$ cat src/rtl/integrate_dump.sv
// Symbol-rate integrate-and-dump for the MPSK demodulator: sums SPS signed I/Q
// samples per symbol, realigns to an external symbol strobe, flags misaligned strobes.
module integrate_dump #(
    parameter int IN_WIDTH  = 16,
    parameter int SPS       = 8,
    parameter int CNT_W     = $clog2(SPS),
    parameter int OUT_WIDTH = IN_WIDTH + CNT_W
) (
    input  logic                        clk,
    input  logic                        rstn,
    input  logic                        sample_valid,
    input  logic signed [IN_WIDTH-1:0]  i_in,
    input  logic signed [IN_WIDTH-1:0]  q_in,
    input  logic                        sym_sync,
    output logic signed [OUT_WIDTH-1:0] i_sum,
    output logic signed [OUT_WIDTH-1:0] q_sum,
    output logic                        dump_valid,
    output logic                        resync,
    output logic [15:0]                 sym_cnt,
    output logic                        dbg_state
);

    if (SPS < 2 || SPS > 256) begin : g_bad_sps
        $error("integrate_dump: SPS must be in 2..256");
    end
    if (OUT_WIDTH < IN_WIDTH + $clog2(SPS)) begin : g_bad_width
        $error("integrate_dump: OUT_WIDTH too narrow for SPS samples");
    end

    typedef enum logic {
        S_WAIT_SYNC = 1'b0,
        S_ACCUM     = 1'b1
    } state_t;

    localparam logic [CNT_W-1:0] LAST_CNT = CNT_W'(SPS - 1);

    state_t                      r_state, w_state_nxt;
    logic [CNT_W-1:0]            r_cnt, w_cnt_nxt;
    logic signed [OUT_WIDTH-1:0] r_acc_i, r_acc_q, w_acc_i_nxt, w_acc_q_nxt;
    logic signed [OUT_WIDTH-1:0] r_i_sum, r_q_sum, w_i_sum_nxt, w_q_sum_nxt;
    logic                        r_dump, r_resync, w_dump_nxt, w_resync_nxt;
    logic [15:0]                 r_sym_cnt, w_sym_cnt_nxt;
    logic signed [OUT_WIDTH-1:0] w_xi, w_xq;

    assign w_xi = {{(OUT_WIDTH-IN_WIDTH){i_in[IN_WIDTH-1]}}, i_in};
    assign w_xq = {{(OUT_WIDTH-IN_WIDTH){q_in[IN_WIDTH-1]}}, q_in};

    always_comb begin
        w_state_nxt   = r_state;
        w_cnt_nxt     = r_cnt;
        w_acc_i_nxt   = r_acc_i;
        w_acc_q_nxt   = r_acc_q;
        w_i_sum_nxt   = r_i_sum;
        w_q_sum_nxt   = r_q_sum;
        w_dump_nxt    = 1'b0;
        w_resync_nxt  = 1'b0;
        w_sym_cnt_nxt = r_sym_cnt;

        unique case (r_state)
            S_WAIT_SYNC: begin
                if (sample_valid && sym_sync) begin
                    w_acc_i_nxt = w_xi;
                    w_acc_q_nxt = w_xq;
                    w_cnt_nxt   = CNT_W'(1);
                    w_state_nxt = S_ACCUM;
                end
            end
            S_ACCUM: begin
                if (sample_valid) begin
                    // A strobe mid-symbol wins even over the completing sample.
                    if (sym_sync && r_cnt != '0) begin
                        w_acc_i_nxt  = w_xi;
                        w_acc_q_nxt  = w_xq;
                        w_cnt_nxt    = CNT_W'(1);
                        w_resync_nxt = 1'b1;
                    end else if (r_cnt == LAST_CNT) begin
                        w_i_sum_nxt   = r_acc_i + w_xi;
                        w_q_sum_nxt   = r_acc_q + w_xq;
                        w_dump_nxt    = 1'b1;
                        w_sym_cnt_nxt = r_sym_cnt + 16'd1;
                        w_acc_i_nxt   = '0;
                        w_acc_q_nxt   = '0;
                        w_cnt_nxt     = '0;
                    end else begin
                        w_acc_i_nxt = r_acc_i + w_xi;
                        w_acc_q_nxt = r_acc_q + w_xq;
                        w_cnt_nxt   = r_cnt + CNT_W'(1);
                    end
                end
            end
            default: w_state_nxt = S_WAIT_SYNC;
        endcase
    end

    always_ff @(posedge clk or negedge rstn) begin
        if (!rstn) begin
            r_state   <= S_WAIT_SYNC;
            r_cnt     <= '0;
            r_acc_i   <= '0;
            r_acc_q   <= '0;
            r_i_sum   <= '0;
            r_q_sum   <= '0;
            r_dump    <= 1'b0;
            r_resync  <= 1'b0;
            r_sym_cnt <= '0;
        end else begin
            r_state   <= w_state_nxt;
            r_cnt     <= w_cnt_nxt;
            r_acc_i   <= w_acc_i_nxt;
            r_acc_q   <= w_acc_q_nxt;
            r_i_sum   <= w_i_sum_nxt;
            r_q_sum   <= w_q_sum_nxt;
            r_dump    <= w_dump_nxt;
            r_resync  <= w_resync_nxt;
            r_sym_cnt <= w_sym_cnt_nxt;
        end
    end

    assign i_sum      = r_i_sum;
    assign q_sum      = r_q_sum;
    assign dump_valid = r_dump;
    assign resync     = r_resync;
    assign sym_cnt    = r_sym_cnt;
    assign dbg_state  = r_state;

endmodule

$ cat config.mk
export PLATFORM = sky130hd
export DESIGN_NAME = integrate_dump
export DESIGN_NICKNAME = d
export VERILOG_FILES = /design/src/rtl/integrate_dump.sv
export SDC_FILE = /design/constraint.sdc
export NUM_CORES = 1
export LEC_CHECK = 0
export CORE_MARGIN = 3
export CORE_UTILIZATION = 35
export DETAILED_ROUTE_END_ITERATION = 10
export PLACE_DENSITY_LB_ADDON = 0.1
export SLEW_MARGIN = 20
export SYNTH_ARGS = -nofsm -noshare
export SYNTH_HDL_FRONTEND = slang
export SYNTH_SLANG_ARGS = --single-unit
$ cat constraint.sdc
create_clock -name clk -period 2.73 [get_ports clk]
set_clock_uncertainty 0.15 [all_clocks]
set_input_delay 0.4095 -clock clk [delete_from_list [all_inputs] [get_ports clk]]
set_output_delay 0.4095 -clock clk [all_outputs]
set_load 0.1 [all_outputs]
==> impl_results.md, run 1 <==
* Final wirelength at roughly 16 mm
* Critical Path Fanout Max at 3
* Largest net degree at the start of global routing at between 60 and 70
* Peak supply drop at 0.583 mV
* Die Area at roughly 18,000 um^2
* Fraction of layout cells with a size suffix above 1 at 0.242
* CP endpoint kind: flip-flop
* Mapped Cells at about 650
* Worst Path Arrival at roughly 2800 ps
* Core outline area at roughly 16,000 um^2
* Starting Density at 0.363
* Drt first pass iters at 5
* Antenna fix cells at 0
* Avg Synthesized Cell Area at between 9 and 10 um^2
* Syn Nets at just over 700
* I/O pin cnt at 93
* Hpwl dp at about 12 mm
* HP Class: input port to flip-flop
* Async SR Flop Fraction at 1.00
* TNS Setup at 0 ps
* Top FF cell, synth: dfrtp_1
* Residual DRC at 0
* Routed wire per std cell at approximately 15 um
* Crit Path Class: input port to flip-flop
* DR vias at roughly 5.3k
* Pwr dens at 1230 nW/um^2
* Vias per inst at 5.14
* Commonest cells after routing, fill and taps aside: 137 x buf_4, 98 x dfrtp_1, 91 x nand2_1, 56 x o21ai_0, 56 x nor2_1
* Post-synthesis sequential element count at between 90 and 100
* Site row count at 46
* Final WS setup at between 100 and 150 ps
* Fin. Hold Viols at 0
* Final setup fails at 0
* Post-route ant nets at 0
* Dpl ws at -560 ps
* Worst-Margin Slew at a little over 600 ps
* Tmin final at approximately 2600 ps
* CTS sink cnt at 98
* Initial DRC Count at between 200 and 300
* Required time of the worst setup path at 2860 ps
* Synth Warn # at 0
* Die Y at approximately 140 um
* Final Cycle Share at 0.962
* CTS root buf: clkbuf_16
* First-pass GRT wire length at 26.3 mm
* Total Power at 9.67 mW
* CTS tree: done
* Max Cap Viol at 0
* Commonest non-fill, non-tap cell in the layout: buf_4
* Inserted Clock Buffers at 9
* Status: complete, no violations
* Maximum buffer depth of the clock tree at 2
* Die width at about 140 um
* Total track usage at 0.177
* Slew Limit Fails at 0
* Area grow syn2layout at 34.7%
* Vias in the first global route at 5,266
* # port buffers at between 90 and 100
* Syn Std Cell Area at between 5000 and 6000 um^2
* H-tree levels at 3
* Post-synth EDFFs at 0
* Grt ovf at 0
* Clk_lat worst skew at about 350 ps
* Initial antenna violation count at 0
* Nets at roughly 890
* CTS clk-pin slew, worst paths at 70 ps
* Post-synthesis sequential area ratio at 0.419
* Headroom to the max-slew limit at 0.586
* Count of cell types in the netlist at between 50 and 60
* Routability cong. at 0.895
* Lkg Pwr at approximately 3.8 nW
* FMAX at 0.381 GHz
* Post-layout util at 0.489
* CP Launch Type: input port
cells in the mapped netlist (2+ instances only):
cell type	number	area, um^2
nand4_1	6	37.5
dfrtp_1	98	2450
o21ai_0	63	315
o31ai_1	2	15.0
fa_1	2	40.0
a21oi_1	44	220
xnor2_1	28	245
or4b_2	2	20.0
o2111ai_1	2	17.5
o211ai_1	2	15.0
nor4b_1	2	17.5
nand2b_1	6	37.5
o31a_1	3	26.3
nand3_1	10	50.1
a211oi_1	3	22.5
xor2_1	19	166
a211o_1	3	26.3
o21ai_1	6	30.0
a31oi_1	9	56.3
nor3_1	15	75.1
mux2_2	5	56.3
o21bai_1	5	37.5
nand2_1	91	342
ha_1	40	500
nor3b_1	4	30.0
inv_1	18	67.6
clkbuf_1	24	90.1
nor2_1	56	210
nor2b_1	6	37.5
a221oi_1	11	96.3
or3_1	3	18.8
and4_1	3	26.3
and3_1	11	68.8
a21o_1	13	97.6
o21a_1	9	67.6
a2111oi_2	2	30.0
worst paths after layout:
check                                              from                       to  slack [ps]  depth (start not counted)
min in group asynchronous                          rstn    q_sum[13]$_DFFE_PN0P_         380                          2
worst min-delay path                            i_in[0]   r_acc_i[0]$_DFFE_PN0P_         280                          3
worst max-delay path                            i_in[2]  r_acc_i[11]$_DFFE_PN0P_         100                          8
worst min register to register  sym_cnt[15]$_DFFE_PN0P_  sym_cnt[15]$_DFFE_PN0P_         320                          1
worst max register to register   r_acc_q[6]$_DFFE_PN0P_    q_sum[17]$_DFFE_PN0P_         190                          9
max in group asynchronous                          rstn   r_acc_q[2]$_DFFE_PN0P_        1390                          3
report_power, final:
| group | switching, mW | total [mW] | internal (mW) |
|---|---|---|---|
| Sequential | 0.313 | 2.25 | 1.94 |
| Combinational | 3.77 | 6.18 | 2.40 |
| Clock | 0.610 | 1.24 | 0.628 |
registers in the layout, summed over array words and instances (netlist names):
| name | cells |
|---|---|
| i_sum | 19 |
| dbg_state | 1 |
| q_sum | 19 |
| r_acc_q | 19 |
| r_acc_i | 19 |
| sym_cnt | 16 |
| dump_valid | 1 |
| resync | 1 |
| r_cnt | 3 |
metal layers:
layer	vias up	global-route usage	part of all wire
met4	0	0.0426	0.013
met3	17	0.0327	0.034
met5	-	0	0
met1	2536	0.241	0.49
li1	2640	-	-
met2	101	0.294	0.47
cell type report:
type	instances	area (um^2)
clock buffers	9	225
well taps	216	270
repair buffers	174	1430
flip-flops and latches	98	2450
fillers	1547	8230
clock inverters	7	50.0
inverters	19	71.3
multi-input cells	507	3390
critical path, stage by stage:
cell             delay [ps]
clkdlybuf4s50_1         520
ha_2                    300
o21ai_1                 190
o21ai_2                 110
a2111oi_4               400
nor3b_2                 120
or4b_1                  530
a31oi_1                 170
what timing repair did:
item | 4_1_cts | 5_1_grt
gates resized for setup | 14 | 26
setup endpoints to repair | 16 | 32
hold buffers | 1 | 0
endpoints found under the hold margin | 28 | 0
pin swaps | 8 | 16
buffers inserted | 1 | 1
kinds of logic (layout without fill, tap and decap cells):
logic type	after synthesis	in the layout	synth area share
XOR/XNOR	47	47	0.0703
buffers and inverters	44	209	0.0282
flip-flops	98	98	0.419
AND/OR/NAND/NOR	222	222	0.176
adder cells (fa/ha/maj)	42	42	0.0923
AO/OA/AOI/OAI	190	190	0.203
multiplexers	6	6	0.0113
stage by stage:
stage / cells / hold WS (ps) / cell area [um^2]
6_report: 1030 / 284 / 7890
5_1_grt: 1030 / 318 / 7890
4_1_cts: 1029 / 330 / 7790
3_5_place_dp: 1011 / 236 / 7440
3_3_place_gp: 1011 / 231 / 7440
2_1_floorplan: 649 / -36.1 / 5860
(Power assumes the default switching activity.)
==> inputs of run 2 (changes only) <==
- CELL_PAD_IN_SITES_DETAIL_PLACEMENT: unset -> 1
- CELL_PAD_IN_SITES_GLOBAL_PLACEMENT: unset -> 1
==> impl_results.md, run 2 (synthesis gave the netlist of run 1 again) <==
* Worst r2r path cells at 9 (unchanged)
* CP Capture Point: r_acc_i[11]$_DFFE_PN0P_ (unchanged)
* Largest net degree at the start of global routing at 62 (unchanged)
* Hpwl dp at 13.0 mm (was 11.6 mm)
* Maximum buffer depth of the clock tree at 2 (unchanged)
* Vias in the first global route at 5,929 (was 5,266)
* Tmin final at 2670 ps (was 2630 ps)
* Die Y at 135 um (unchanged)
* R2R Path End: r_acc_q[17]$_DFFE_PN0P_ (was q_sum[17]$_DFFE_PN0P_)
* Routability cong. at 0.876 (was 0.895)
* Die width at 135 um (unchanged)
* I/O pin cnt at 93 (unchanged)
* Site row count at 46 (unchanged)
* Cells after DPL at 1,018 (was 1,011)
* Pwr dens at 1240 nW/um^2 (was 1230 nW/um^2)
* H-tree levels at 3 (unchanged)
* Total track usage at 0.201 (was 0.177)
* Residual DRC at 0 (unchanged)
* Switch share at 0.489 (was 0.486)
* Clk network pwr share at 0.124 (was 0.128)
* Max layer used: met4 (unchanged)
* Vias per inst at 5.21 (was 5.14)
* Commonest non-fill, non-tap cell in the layout: buf_4 (unchanged)
* CP Cell Sequence: clkdlybuf4s50_1, ha_2, a211oi_4, buf_4, o21ai_0, a21bo_2, nand4_1, nand2_1, nor2_1, or4b_1, a31oi_1 (was clkdlybuf4s50_1, ha_2, o21ai_1, o21ai_2, a2111oi_4, nor3b_2, or4b_1, a31oi_1)
* Lkg Pwr at 3.81 nW (was 3.76 nW)
* Critical Path Max Stage Delay at 500 ps (was 530 ps)
* Met3 routed wirelength at 551 um (was 534 um)
* Total Power at 9.96 mW (was 9.67 mW)
* Required time of the worst setup path at 2860 ps (about the same)
* P_int at 5.09 mW (was 4.97 mW)
* Register Area at 2450 um^2 (unchanged)
* Die Area at 18,300 um^2 (unchanged)
* CTS sink cnt at 98 (unchanged)
* Final wirelength at 17.7 mm (was 15.8 mm)
* Final Cycle Share at 0.977 (was 0.962)
* Drt first pass iters at 4 (was 5)
* Status: complete, no violations (unchanged)
* Initial antenna violation count at 0 (unchanged)
* Fill cell count at 1,878 (was 1,547)
* CP Launch Type: input port (unchanged)
* Initial DRC Count at 167 (was 282)
* First-pass GRT wire length at 29.5 mm (was 26.3 mm)
* # port buffers at 92 (unchanged)
* DR vias at 5,434 (was 5,294)
* Area grow syn2layout at 37.5% (was 34.7%)
* Critical Path Fanout Max at 4 (was 3)
* Commonest cells after routing, fill and taps aside: 149 x buf_4, 98 x dfrtp_1, 91 x nand2_1, 56 x nor2_1, 53 x o21ai_0 (was 137 x buf_4, 98 x dfrtp_1, 91 x nand2_1, 56 x o21ai_0, 56 x nor2_1)
* Worst setup startpoint: i_in[2] (unchanged)
* Peak supply drop at 0.639 mV (was 0.583 mV)
* CTS tree: done (unchanged)
* Headroom to the max-slew limit at 0.577 (was 0.586)
* P_sw at 4.87 mW (was 4.70 mW)
* Met1 WL at 8.01 mm (was 7.66 mm)
* Fraction of layout cells with a size suffix above 1 at 0.265 (was 0.242)
* Fin. Hold Viols at 0 (unchanged)
* Worst Path Arrival at 2790 ps (was 2760 ps)
* Slew Limit Fails at 0 (unchanged)
* Worst-Margin Slew at 634 ps (was 621 ps)
* Crit Path Class: input port to flip-flop (unchanged)
* Multi-input combinational cell area at 3460 um^2 (was 3390 um^2)
* Post-route ant nets at 0 (unchanged)
* Routed wl met2 at 8.98 mm (was 7.35 mm)
* Inserted Clock Buffers at 9 (unchanged)
* Max Cap Viol at 0 (unchanged)
* HP Class: input port to flip-flop (unchanged)
* Routed wire per std cell at 17.0 um (was 15.3 um)
* Logic pwr share at 0.648 (was 0.639)
* Clk_lat worst skew at 350 ps (about the same)
* CP endpoint kind: flip-flop (unchanged)
* Worst R2R Setup Slack at 170 ps (was 190 ps)
* CP max-delay cell: clkdlybuf4s50_1 (was or4b_1)
* Grt ovf at 0 (unchanged)
* Sequential share of power at 0.227 (was 0.233)
* Core outline area at 16,100 um^2 (unchanged)
* Final hold slack at 268 ps (was 284 ps)
* Post-route insts no fill at 1,042 (was 1,030)
* CTS clk-pin slew, worst paths at 70 ps (about the same)
* Final setup fails at 0 (unchanged)
* Antenna fix cells at 0 (unchanged)
* Nets at 899 (was 887)
* CTS root buf: clkbuf_16 (unchanged)
* Starting Density at 0.363 (unchanged)
* RR Startpoint: r_acc_q[6]$_DFFE_PN0P_ (unchanged)
* FMAX at 0.375 GHz (was 0.381 GHz)
run 2: area by class of cell:
cell class,count,share of cell area
Sequential cell,98,0.305
Clock buffer,9,0.0280
Inverter,19,0.00886
Tap cell,216,0.0336
Multi-Input combinational cell,507,0.429
Clock inverter,7,0.00653
Timing Repair Buffer,186,0.189
run 2: worst min path at each step:
| stage | to | cells after the start | slack (ps) | startpoint |
|---|---|---|---|---|
| global route | r_acc_q[0]$_DFFE_PN0P_ | 3 | 290 | q_in[0] |
| finish | r_acc_q[0]$_DFFE_PN0P_ | 3 | 270 | q_in[0] |
| detailed placement | sym_cnt[15]$_DFFE_PN0P_ | 1 | 230 | rstn |
| CTS | sym_cnt[15]$_DFFE_PN0P_ | 1 | 340 | sym_cnt[15]$_DFFE_PN0P_ |
| floorplan | dbg_state$_DFF_PN0_ | 0 | -40 | rstn |
| global placement | sym_cnt[15]$_DFFE_PN0P_ | 1 | 220 | rstn |
run 2: layer usage:
layer,track usage,vias up
met5,0,-
met4,0.0454,0
met3,0.0438,13
met2,0.359,86
met1,0.250,2684
li1,-,2651
run 2: critical path: cells and delay by family:
family                     cells  cell delay, ps
and+or+nand+nor                4             810
AOI/OAI and AO/OA              4             690
buffers and inverters          2             630
adders and majority gates      1             260
run 2: what timing repair did:
action	in CTS	in global routing
endpoints found under the hold margin	29	0
buffers inserted	2	5
gates cloned	0	0
endpoints found under the setup margin	27	33
resized for setup	14	39
pin swaps	14	25
hold buffers	1	0
run 2: power groups by stage:
stage	clock network (mW)	logic (mW)	registers, mW
floorplan	0	2.70	3.62
finish	1.24	6.46	2.26
global placement	0	5.96	2.25
global route	1.36	7.06	2.34
detailed placement	0	6.13	2.28
CTS	1.30	6.26	2.25
run 2: metrics by stage:
step,setup TNS [ps],cell area (um^2),utilization,setup WS (ps)
floorplan,0,5860,-,56.3
global placement,-14480,7490,0.465,-513
detailed placement,-19100,7490,0.465,-696
CTS,0,7850,0.487,3.13
global route,-0.811,8050,0.499,-0.811
finish,0,8050,0.499,63.2
==> inputs of run 3 (changes only) <==
- PLACE_DENSITY: unset -> 0.78
- PLACE_DENSITY_LB_ADDON: 0.1 -> unset
- TNS_END_PERCENT: unset -> 100
==> impl_results.md, run 3 (synthesis gave the netlist of run 1 again) <==
* Starting Density at 0.363 (unchanged)
* CP Launch Type: input port (unchanged)
* Commonest non-fill, non-tap cell in the layout: buf_4 (unchanged)
* Peak supply drop at 0.741 mV (was 0.639 mV)
* Fraction of layout cells with a size suffix above 1 at 0.258 (was 0.265)
* Antenna fix cells at 0 (unchanged)
* CTS root buf: clkbuf_16 (unchanged)
* Fill cell count at 1,847 (was 1,878)
* Inserted Clock Buffers at 9 (unchanged)
* Critical Path Max Stage Delay at 470 ps (was 500 ps)
* Critical Path Fanout Max at 3 (was 4)
* Nets at 894 (was 899)
* Slew Limit Fails at 0 (unchanged)
* Post-route cell area at 8000 um^2 (was 8050 um^2)
* Vias in the first global route at 6,159 (was 5,929)
* H-tree levels at 3 (unchanged)
* Max Cap Viol at 0 (unchanged)
* Tmin final at 2620 ps (was 2670 ps)
* Status: complete, no violations (unchanged)
* Post-route ant nets at 0 (unchanged)
* Headroom to the max-slew limit at 0.573 (was 0.577)
* Final wirelength at 19.6 mm (was 17.7 mm)
* Final WS setup at 106 ps (was 63.2 ps)
* Required time of the worst setup path at 2830 ps (was 2860 ps)
* Maximum buffer depth of the clock tree at 2 (unchanged)
* Vias per inst at 5.39 (was 5.21)
* CP Cell Sequence: clkdlybuf4s50_1, ha_1, buf_4, nand3_1, nor2_1, nor2_1, or3b_2, a21oi_2, a211o_1, o311ai_2, a211o_1 (was clkdlybuf4s50_1, ha_2, a211oi_4, buf_4, o21ai_0, a21bo_2, nand4_1, nand2_1, nor2_1, or4b_1, a31oi_1)
* Routed wire per std cell at 18.9 um (was 17.0 um)
* Final setup fails at 0 (unchanged)
* CTS sink cnt at 98 (unchanged)
* CTS clk-pin slew, worst paths at 70 ps (about the same)
* Pwr dens at 1270 nW/um^2 (was 1240 nW/um^2)
* HP Class: input port to flip-flop (unchanged)
* CP endpoint kind: flip-flop (unchanged)
* Total Power at 10.2 mW (was 9.96 mW)
* DR vias at 5,592 (was 5,434)
* Crit Path Class: input port to flip-flop (unchanged)
* Routability cong. at 0.859 (was 0.876)
* Commonest cells after routing, fill and taps aside: 144 x buf_4, 98 x dfrtp_1, 91 x nand2_1, 56 x nor2_1, 55 x o21ai_0 (was 149 x buf_4, 98 x dfrtp_1, 91 x nand2_1, 56 x nor2_1, 53 x o21ai_0)
* Area after DPL at 7430 um^2 (was 7490 um^2)
* I/O pin cnt at 93 (unchanged)
* # port buffers at 92 (unchanged)
* Site row count at 46 (unchanged)
* Initial antenna violation count at 0 (unchanged)
* Total track usage at 0.213 (was 0.201)
* Residual DRC at 0 (unchanged)
* CP max-delay cell: or3b_2 (was clkdlybuf4s50_1)
* Worst-Margin Slew at 641 ps (was 634 ps)
* Lkg Pwr at 3.78 nW (was 3.81 nW)
* Initial DRC Count at 236 (was 167)
* Fin. Hold Viols at 0 (unchanged)
* Core outline area at 16,100 um^2 (unchanged)
* Drt first pass iters at 4 (unchanged)
* Unrepaired setup endpoints after global routing: true
* Hpwl dp at 13.8 mm (was 13.0 mm)
* Area grow syn2layout at 36.6% (was 37.5%)
* Final Cycle Share at 0.961 (was 0.977)
* Worst R2R Setup Slack at 150 ps (was 170 ps)
* FMAX at 0.381 GHz (was 0.375 GHz)
* Worst Path Arrival at 2720 ps (was 2790 ps)
* Grt ovf at 0 (unchanged)
* First-pass GRT wire length at 31.1 mm (was 29.5 mm)
* CTS tree: done (unchanged)
* Die Y at 135 um (unchanged)
* Dpl ws at -665 ps (was -696 ps)
* Largest net degree at the start of global routing at 62 (unchanged)
* Die Area at 18,300 um^2 (unchanged)
* Die width at 135 um (unchanged)
* Clk_lat worst skew at 360 ps (was 350 ps)
[run 3: final timing paths]
path / startpoint / endpoint / depth (start not counted)
setup / recovery: q_in[12] / r_acc_q[18]$_DFFE_PN0P_ / 11
hold / removal: q_in[0] / r_acc_q[0]$_DFFE_PN0P_ / 3
setup reg to reg: r_acc_q[0]$_DFFE_PN0P_ / r_acc_q[18]$_DFFE_PN0P_ / 11
hold reg to reg: sym_cnt[15]$_DFFE_PN0P_ / sym_cnt[15]$_DFFE_PN0P_ / 1
max in group asynchronous: rstn / i_sum[6]$_DFFE_PN0P_ / 3
min in group asynchronous: rstn / q_sum[13]$_DFFE_PN0P_ / 2
[run 3: cell type report]
cell class              count  area, um^2  share of cell area
inverters                  19        71.3             0.00891
clock buffers               9         225              0.0282
well taps                 216         270              0.0338
multi-input cells         507        3450               0.432
flip-flops and latches     98        2450               0.307
repair buffers            181        1470               0.184
clock inverters             7        53.8             0.00673
[run 3: per-stage QoR]
stage	hold slack (ps)	TNS, ps	utilization	cells
after global placement	312	-12920	0.461	1012
after floorplan	-36.1	0	-	649
final	259	0	0.496	1037
after global routing	320	-157	0.496	1037
after CTS	335	-12.3	0.484	1031
after detailed placement	321	-20220	0.461	1012
[run 3: what timing repair did]
action	in CTS	in global routing
buffers inserted	2	6
hold buffers	1	0
endpoints found under the setup margin	30	39
hold endpoints to repair	42	0
resized for setup	14	39
pin swaps	12	28
gates cloned	0	0
[run 3: where the power goes]
group          total, mW  switching, mW  internal, mW
clock network       1.25          0.621         0.624
logic               6.63           4.09          2.54
registers           2.29          0.355          1.94
total               10.2           5.07          5.10
[run 3: layer usage]
metal	global-route usage	vias up	wire (um)
li1	-	2651	-
met1	0.254	2796	8370
met5	0	-	0
met3	0.0264	41	462
met2	0.384	104	10200
met4	0.0941	0	558
[run 3: critical path, delay by kind of cell]
family | cells | cell delay, ps
AOI/OAI and AO/OA | 4 | 660
adders and majority gates | 1 | 340
buffers and inverters | 2 | 570
and+or+nand+nor | 4 | 730
